===== config.mk =====
export PLATFORM = sky130hd
export DESIGN_NAME = jk_drive_seq
export DESIGN_NICKNAME = d
export VERILOG_FILES = /design/src/rtl/jk_drive_pkg.sv /design/src/rtl/jk_excite.sv /design/src/rtl/jk_drive_seq.sv
export SDC_FILE = /design/constraint.sdc
export NUM_CORES = 1
export LEC_CHECK = 0
export CAP_MARGIN = 20
export CORE_UTILIZATION = 44
export CTS_CLUSTER_SIZE = 40
export DETAILED_ROUTE_END_ITERATION = 12
export PLACE_DENSITY_LB_ADDON = 0.15
export RECOVER_POWER = 100
export SLEW_MARGIN = 5
export SYNTH_ARGS = -nofsm -noshare
export SYNTH_HDL_FRONTEND = slang
export SYNTH_SLANG_ARGS = --single-unit

===== constraint.sdc =====
create_clock -name clk -period 1.65 [get_ports clk]
set_input_delay 0.495 -clock clk [delete_from_list [all_inputs] [get_ports clk]]
set_output_delay 0.495 -clock clk [all_outputs]
set_load 0.02 [all_outputs]

===== src/rtl/jk_drive_pkg.sv =====
// Shared types and JK excitation codes for the jk_drive_seq sequencer.
// Excitation codes are packed as {J, K}.
package jk_drive_pkg;

    typedef enum logic [1:0] {
        IDLE   = 2'd0,
        DRIVE  = 2'd1,
        SETTLE = 2'd2,
        CHECK  = 2'd3
    } state_e;

    localparam logic [1:0] JK_HOLD   = 2'b00;
    localparam logic [1:0] JK_RESET  = 2'b01;
    localparam logic [1:0] JK_SET    = 2'b10;
    localparam logic [1:0] JK_TOGGLE = 2'b11;

    // Inverse JK table: which {J,K} moves one cell from m to t. Toggle is never chosen.
    function automatic logic [1:0] jk_code(input logic m, input logic t);
        logic [1:0] code;
        code = JK_HOLD;
        if (!m && t) begin
            code = JK_SET;
        end else if (m && !t) begin
            code = JK_RESET;
        end
        return code;
    endfunction

endpackage


===== src/rtl/jk_excite.sv =====
// Combinational map from (current bank state, target word) to per-bit J/K vectors.
module jk_excite
    import jk_drive_pkg::*;
#(
    parameter int WIDTH = 8
) (
    input  logic [WIDTH-1:0] model_i,
    input  logic [WIDTH-1:0] target_i,
    output logic [WIDTH-1:0] j_o,
    output logic [WIDTH-1:0] k_o
);

    logic [1:0] code;

    always_comb begin
        // NOTE: every output of a combinational block gets a default first, so no path leaves it unassigned and infers a latch.
        j_o  = '0;
        k_o  = '0;
        code = JK_HOLD;
        for (int b = 0; b < WIDTH; b++) begin
            code   = jk_code(model_i[b], target_i[b]);
            j_o[b] = code[1];
            k_o[b] = code[0];
        end
    end

endmodule


===== src/rtl/jk_drive_seq.sv =====
// Target-word sequencer for a JK register bank: drive excitation once, settle, then report done.
// Optional readback of the bank outputs is enabled with `define JK_DRIVE_SEQ_READBACK_EN.
module jk_drive_seq
    import jk_drive_pkg::*;
#(
    parameter int WIDTH         = 8,
    parameter int SETTLE_CYCLES = 2
) (
    input  logic             clk,
    input  logic             rst_n,
    input  logic             tgt_valid,
    input  logic [WIDTH-1:0] tgt_data,
    output logic             tgt_ready,
    output logic [WIDTH-1:0] j,
    output logic [WIDTH-1:0] k,
    input  logic [WIDTH-1:0] q_fb,
    output logic             done,
    output logic             err,
    output logic [WIDTH-1:0] model
);

    localparam int              CNT_W    = $clog2(SETTLE_CYCLES + 1);
    localparam logic [CNT_W-1:0] CNT_LOAD = CNT_W'(SETTLE_CYCLES);
    localparam logic [CNT_W-1:0] CNT_ONE  = CNT_W'(1);

    state_e           state_q, state_d;
    logic [CNT_W-1:0] cnt_q, cnt_d;
    logic [WIDTH-1:0] target_q, target_d;
    logic [WIDTH-1:0] j_q, j_d;
    logic [WIDTH-1:0] k_q, k_d;
    logic             done_q, done_d;
    logic             err_q, err_d;
    logic [WIDTH-1:0] model_q, model_d;
    logic [WIDTH-1:0] exc_j, exc_k;

`ifndef JK_DRIVE_SEQ_READBACK_EN
    logic unused_q_fb;
    assign unused_q_fb = ^q_fb;
`endif

    jk_excite #(
        .WIDTH(WIDTH)
    ) u_excite (
        .model_i (model_q),
        .target_i(tgt_data),
        .j_o     (exc_j),
        .k_o     (exc_k)
    );

    assign tgt_ready = (state_q == IDLE);
    assign j         = j_q;
    assign k         = k_q;
    assign done      = done_q;
    assign err       = err_q;
    assign model     = model_q;

    always_comb begin
        state_d  = state_q;
        cnt_d    = cnt_q;
        target_d = target_q;
        j_d      = '0;
        k_d      = '0;
        done_d   = 1'b0;
        err_d    = err_q;
        model_d  = model_q;

        unique case (state_q)
            IDLE: begin
`ifdef JK_DRIVE_SEQ_READBACK_EN
                model_d = q_fb;
`endif
                if (tgt_valid) begin
                    state_d  = DRIVE;
                    target_d = tgt_data;
                    j_d      = exc_j;
                    k_d      = exc_k;
                    err_d    = 1'b0;
                end
            end
            DRIVE: begin
                state_d = SETTLE;
                cnt_d   = CNT_LOAD;
            end
            SETTLE: begin
                // Status is registered on entry to CHECK so err and model line up with done.
                if (cnt_q == CNT_ONE) begin
                    state_d = CHECK;
                    done_d  = 1'b1;
`ifdef JK_DRIVE_SEQ_READBACK_EN
                    err_d   = (q_fb != target_q);
                    model_d = q_fb;
`else
                    model_d = target_q;
`endif
                end else begin
                    cnt_d = cnt_q - CNT_ONE;
                end
            end
            CHECK: begin
                state_d = IDLE;
            end
            default: begin
                state_d = IDLE;
            end
        endcase
    end

    always_ff @(posedge clk) begin
        // NOTE: sequential state uses non-blocking assignments so every register samples pre-edge values.
        if (!rst_n) begin
            state_q <= IDLE;
            cnt_q   <= '0;
            j_q     <= '0;
            k_q     <= '0;
            done_q  <= 1'b0;
            err_q   <= 1'b0;
            model_q <= '0;
        end else begin
            state_q <= state_d;
            cnt_q   <= cnt_d;
            j_q     <= j_d;
            k_q     <= k_d;
            done_q  <= done_d;
            err_q   <= err_d;
            model_q <= model_d;
        end
    end

    // NOTE: target_q is pure datapath, only read after an accept has loaded it, so it carries no reset.
    always_ff @(posedge clk) begin
        target_q <= target_d;
    end

endmodule

==> results.toml, run 1 <==
[outcome]
outcome = "finished, violations left"
violations = "DRC"

[power]
power.density_nw_per_um2 = 1190
internal_power_mw = 1.49
p_sw_mw = 0.683
p_comb_share_pct = 29.2
total_power_mw = 2.17
peakVddDrop_v = 0.000740
p_seq_share_pct = 49.6
leakagePower_nw = 0.802
swShare_pct = 31.5
clock_power_share_pct = 21.2

[layout]
syn_to_final_growth_pct = 34.8
layout.nets = 189
seqCellArea_sq_um = 822
final_area_sq_um = 1830
drive_gt1_share_pct = 14.6
final_util_pct = 64.5
multi_input_area_sq_um = 464
diodes = 0
nFillCells = 246

[grt]
grt_pass1_vias = 966
grt_overflow = 0
grt_max_degree = 13
grt_usage_pct = 18.4
grt_pass1_wl_microns = 4350
antenna_found_initial = 0

[detailed_routing]
postRouteAntennaNets = 0
drt_iter0_drc = 21
first_pass_iters = 10
drc = 5
route.vias.total = 974
wl_per_cell_microns = 13.6
wl_microns = 2650
vias_per_cell = 4.99

[floorplan]
ios = 46
dieWidth_microns = 57.5
num_rows = 19
start_util_pct = 47.9
die_y_microns = 57.5
die_area_sq_um = 3300
core_sq_um = 2830

[synthesis]
synth_compound_area_share_pct = 6.93
synth_cells = 113
synth_xor_area_share_pct = 0
synthAdderAreaFrac_pct = 6.47
ys_seq_area_share_pct = 60.6
synth-seq-cells = 37
syn_area_per_cell_sq_um = 12.0
ys_async_sr_fraction_pct = 0
muxShareOfSynthArea_pct = 2.22
yosys-top-cells-area = "dfxtp_1 (43%), edfxtp_1 (18%), nor3b_1 (8.9%), ha_1 (6.5%), a21boi_0 (4.4%)"
synth_edf_count = 8
synthTopCellsByCount = "dfxtp_1 (29), nor3b_1 (16), nand2_1 (12)"
ys.flop_type = "dfxtp_1"
yosysMostFrequentCell = "dfxtp_1"
synth_simple_gate_area_share_pct = 18.9
yosysWarnings = 0
synth_fp_nets = 139
synthDistinctLibCells = 22
post-synth-top-area-fraction_pct = 42.9
yosys.area.top_type = "dfxtp_1"
synth_top_family_by_area = "simple AND/OR/NAND/NOR gates"
syn_area_sq_um = 1350

[timing]
rsz0062_at_grt = "false"
fin_tns_setup_ns = 0
hold_viol_final = 0
timing.final.max_slew_violations = 0
setup_viol = 0
timing.final.crit_share_pct = 97.0
fin_crit_ns = 1.60
max_freq_mhz = 625
skew_ns = 0.00518

[clock_tree]
cts_tree = "done"
insertion_delay_ns = 0.34
cts_max_path_buffers = 2
postCtsSetupBuffers = 0
cts_hold_buffers = 0
clk_pin_slew_ns = 0.11
cts-htree-levels = 2
cts_root_buf = "clkbuf_4"
cts-buffers-inserted = 5
cts_sinks = 37

[worst_setup_path]
worstPathRequired_ns = 1.15
cp-end-kind = "primary output"
crit_type = "register to primary output"
crit_family = "flip-flops"
crit_path_start_kind = "register"
crit_buf_inv = 1
crit_fanout = 4
crit_arrival_ns = 1.11
crit_path_top_delay_cell = "dfxtp_1"
crit_chain = "dlygate4sd2_1"
max_stage_delay_ns = 0.41

[hold_path]
holdCritPathClass = "register to register"

[place]
port_buffers = 36
post_dp_cell_area_sq_um = 1810
gp_congestion = 0.749
dp_hpwl_microns = 1880

[run]
max_cap_viol_count = 0
## path summary, 6_finish.rpt
path	depth (start not counted)	slack [ns]	startpoint	end
setup / recovery	1	0.05	model[2]	model[2]
setup reg to reg	6	0.13	state_q[0]	cnt_q[1]
hold / removal	1	0.46	model[0]	j[0]
hold reg to reg	1	0.46	model[0]	j[0]
## placed cells by master, fill, tap and decap left out, drive strengths merged
master	count
nand3	10
ha	7
edfxtp	8
dlygate4sd2	24
clkbuf	6
nand2	13
dlygate4sd3	10
a21boi	8
and3	1
clkinv	2
dfxtp	29
conb	1
clkinvlp	1
o22ai	1
nor3b	16
clkdlybuf4s15	1
buf	12
o21ai	3
a31o	1
and4bb	1
mux2i	3
inv	5
and2	1
## timing repair
item	CTS	global route
resized for setup	29	4
setup endpoints to repair	26	2
hold endpoints to repair	0	0
## area by class of cell
class,instances,share of cell area [%]
Sequential cell,37,45.0
Multi-Input combinational cell,66,25.4
Timing Repair Buffer,48,23.4
Tap cell,31,2.12
Clock buffer,5,2.06
Inverter,5,1.03
Clock inverter,3,0.960
## sequential cells by signal, summed over array words and instances, names as in the netlist
name	count
k	8
done	1
model	8
target_q	8
j	8
state_q	2
cnt_q	2
## cell families (layout without fill, tap and decap cells)
| family | count (synthesis) | in the layout |
|---|---|---|
| adder cells (fa/ha/maj) | 7 | 7 |
| flip-flops | 37 | 37 |
| AO/OA/AOI/OAI | 13 | 13 |
| buffers and inverters | 10 | 61 |
| AND/OR/NAND/NOR | 42 | 42 |
| multiplexers | 3 | 3 |
| other | 1 | 1 |
## layer usage
layer  share of wire (%)  wire length (microns)  GRT usage, %  vias to the layer above
met5                   0                      0             0                        -
met4                 1.0                     27          7.32                        0
met3                 5.8                    153          7.03                        4
met2                  49                   1310          32.1                       28
met1                  44                   1160          20.0                      453
li1                    -                      -             -                      489
## power by group through the flow
| stage | logic [mW] | registers [mW] | clock network [mW] |
|---|---|---|---|
| 2_1_floorplan | 0.350 | 1.12 | 0 |
| 3_3_place_gp | 0.658 | 1.09 | 0 |
| 3_5_place_dp | 0.680 | 1.09 | 0 |
| 4_1_cts | 0.652 | 1.07 | 0.477 |
| 5_1_grt | 0.685 | 1.09 | 0.523 |
| 6_report | 0.633 | 1.08 | 0.460 |
## through the flow
stage / hold WS [ns] / instances / worst slack (ns)
after floorplan: 0.438 / 113 / 0.385
after global placement: 0.450 / 187 / -0.0294
after detailed placement: 0.458 / 187 / -0.0691
after CTS: 0.466 / 195 / 0.0108
after global routing: 0.494 / 195 / 0.00184
final: 0.465 / 195 / 0.0497
Note: power is estimated with default switching activity, not from simulation.
==> inputs of run 2 (changes only) <==
--- a/config.mk
+++ b/config.mk
@@ -11,7 +11,6 @@
 export DETAILED_ROUTE_END_ITERATION = 12
 export PLACE_DENSITY_LB_ADDON = 0.15
 export RECOVER_POWER = 100
-export SLEW_MARGIN = 5
 export SYNTH_ARGS = -nofsm -noshare
 export SYNTH_HDL_FRONTEND = slang
 export SYNTH_SLANG_ARGS = --single-unit
==> results of run 2 <==
The final DEF is identical to that of run 1; final timing and power are the same.
==> inputs of run 3 (changes only) <==
--- a/config.mk
+++ b/config.mk
@@ -5,8 +5,8 @@
 export SDC_FILE = /design/constraint.sdc
 export NUM_CORES = 1
 export LEC_CHECK = 0
-export CAP_MARGIN = 20
-export CORE_UTILIZATION = 44
+export CAP_MARGIN = 0
+export CORE_UTILIZATION = 47
 export CTS_CLUSTER_SIZE = 40
 export DETAILED_ROUTE_END_ITERATION = 12
 export PLACE_DENSITY_LB_ADDON = 0.15
==> constraint.sdc (replaced) <==
create_clock -name clk -period 1.92 [get_ports clk]
set_input_delay 0.576 -clock clk [delete_from_list [all_inputs] [get_ports clk]]
set_output_delay 0.576 -clock clk [all_outputs]
set_load 0.02 [all_outputs]
==> run 3 against run 2 <==
  * The run now ends clean
  * Sequential power fell by 14%
  * Total power decreased by 12%
  * Register-to-register slack better by 0.11 ns
  * Worst hold slack better by 0.0036 ns
  * Highest routed layer unchanged
==> results.toml, run 3 (synthesized netlist as in run 1, its figures left out) <==
[outcome]
outcome = "finished clean"

[detailed_routing]
postRouteAntennaNets = 0
wl_microns = 2670
drt_iter0_drc = 24
vias_per_cell = 5.30
first_pass_iters = 4
drc = 0
wl_per_cell_microns = 14.2
route.vias.total = 996

[floorplan]
start_util_pct = 49.5
dieWidth_microns = 55.7
die_area_sq_um = 3100
die_y_microns = 55.7
ios = 46
num_rows = 19
core_sq_um = 2730

[place]
port_buffers = 36
dp_hpwl_microns = 1930
gp_congestion = 0.741

[clock_tree]
cts_max_path_buffers = 2
clk_pin_slew_ns = 0.12
cts_sinks = 37
insertion_delay_ns = 0.33
cts_root_buf = "clkbuf_4"
cts-htree-levels = 2
postCtsSetupBuffers = 0
cts-buffers-inserted = 5
cts_tree = "done"

[layout]
final_util_pct = 65.3
diodes = 0
layout.nets = 182
layout_commonest_cell = "dfxtp_1"
syn_to_final_growth_pct = 31.8
layout_common_cells = "dfxtp_1 (28), clkdlybuf4s50_1 (17), nor3b_1 (16), nand2_1 (13)"
drive_gt1_share_pct = 7.01

[timing]
skew_ns = 0.0144
rsz0062_at_grt = "false"
hold_ws_ns = 0.468
hold_viol_final = 0
timing.final.crit_share_pct = 96.6
max_freq_mhz = 539
fin_tns_setup_ns = 0
setup_viol = 0
timing.final.max_slew_violations = 0
fin_crit_ns = 1.85

[worst_setup_path]
cp-end-kind = "primary output"
cp_num_cells = 1
crit_type = "register to primary output"
max_stage_delay_ns = 0.61
crit_chain = "clkdlybuf4s50_1"
crit_family = "buffers and inverters"
crit_fanout = 1
r2r.worst_path.cells = 6
worstPathRequired_ns = 1.34
r2r-end = "cnt_q[0]"
crit_arrival_ns = 1.28
crit_buf_inv = 1
rr_startpoint = "state_q[0]"
crit_path_start_kind = "register"
reg2reg_slack_ns = 0.24
crit_path_top_delay_cell = "clkdlybuf4s50_1"

[grt]
grt_max_degree = 13
grt_pass1_vias = 949
antenna_found_initial = 0
grt_usage_pct = 18.9
grt_overflow = 0
grt_pass1_wl_microns = 4380

[hold_path]
min_from = "model[3]"
min_path_cells = 1
holdPathEnd = "j[3]"
holdCritPathClass = "register to register"

[power]
peakVddDrop_v = 0.00103
power.density_nw_per_um2 = 1070
leakagePower_nw = 0.676

[run]
max_cap_viol_count = 0
## run 3: cell count changes in the layout (fill, tap and decap cells not counted), sizes merged
| cell | delta |
|---|---|
| clkinv | -2 |
| clkdlybuf4s15 | -1 |
| dlygate4sd2 | -18 |
| clkbuf | +6 |
| buf | -10 |
| clkdlybuf4s50 | +17 |
| bufinv | +1 |
## run 3: area by class of cell
cell class / instances / area [sq um]
Clock buffer: 6 / 51.3
Clock inverter: 2 / 37.5
Fill cell: 215 / 950
Inverter: 5 / 18.8
Multi-Input combinational cell: 66 / 455
Sequential cell: 37 / 822
Tap cell: 31 / 38.8
Timing Repair Buffer: 41 / 360
## run 3: through the flow
stage          worst slack (ns)  total power, mW  cells  area (sq um)
2_1_floorplan             0.629             1.26    113          1350
3_5_place_dp             0.0606             1.46    180          1760
6_report                 0.0653             1.92    188          1780
3_3_place_gp             0.0955             1.45    180          1760
5_1_grt                  0.0168             2.03    188          1780
4_1_cts                 0.00216             2.01    188          1840
## run 3: layer usage
| layer | GRT usage (%) | vias to the layer above | part of all wire, % | routed length (microns) |
|---|---|---|---|---|
| met5 | 0 | - | 0 | 0 |
| met4 | 8.57 | 0 | 1.4 | 37 |
| met3 | 5.35 | 5 | 4.6 | 122 |
| met2 | 32.0 | 30 | 51 | 1360 |
| met1 | 22.2 | 485 | 43 | 1160 |
| li1 | - | 476 | - | - |
## run 3: how the worst max path moves through the flow
stage	startpoint	endpoint
finish	k[5]	k[5]
global route	k[5]	k[5]
CTS	model[2]	model[2]
global placement	state_q[1]	tgt_ready
floorplan	state_q[0]	tgt_ready
detailed placement	rst_n	j[5]
## run 3: timing repair
| action | 4_1_cts | 5_1_grt |
|---|---|---|
| resized for setup | 9 | 3 |
| endpoints found under the setup margin | 7 | 3 |
| hold buffers | 0 | 0 |
## run 3: where the power goes
group / switching [mW] / internal [mW] / total [mW] / leakage, nW
clock: 0.249 / 0.310 / 0.559 / 0.0445
sequential: 0.0393 / 0.890 / 0.930 / 0.312
combinational: 0.261 / 0.168 / 0.429 / 0.320
total: 0.550 / 1.37 / 1.92 / 0.676
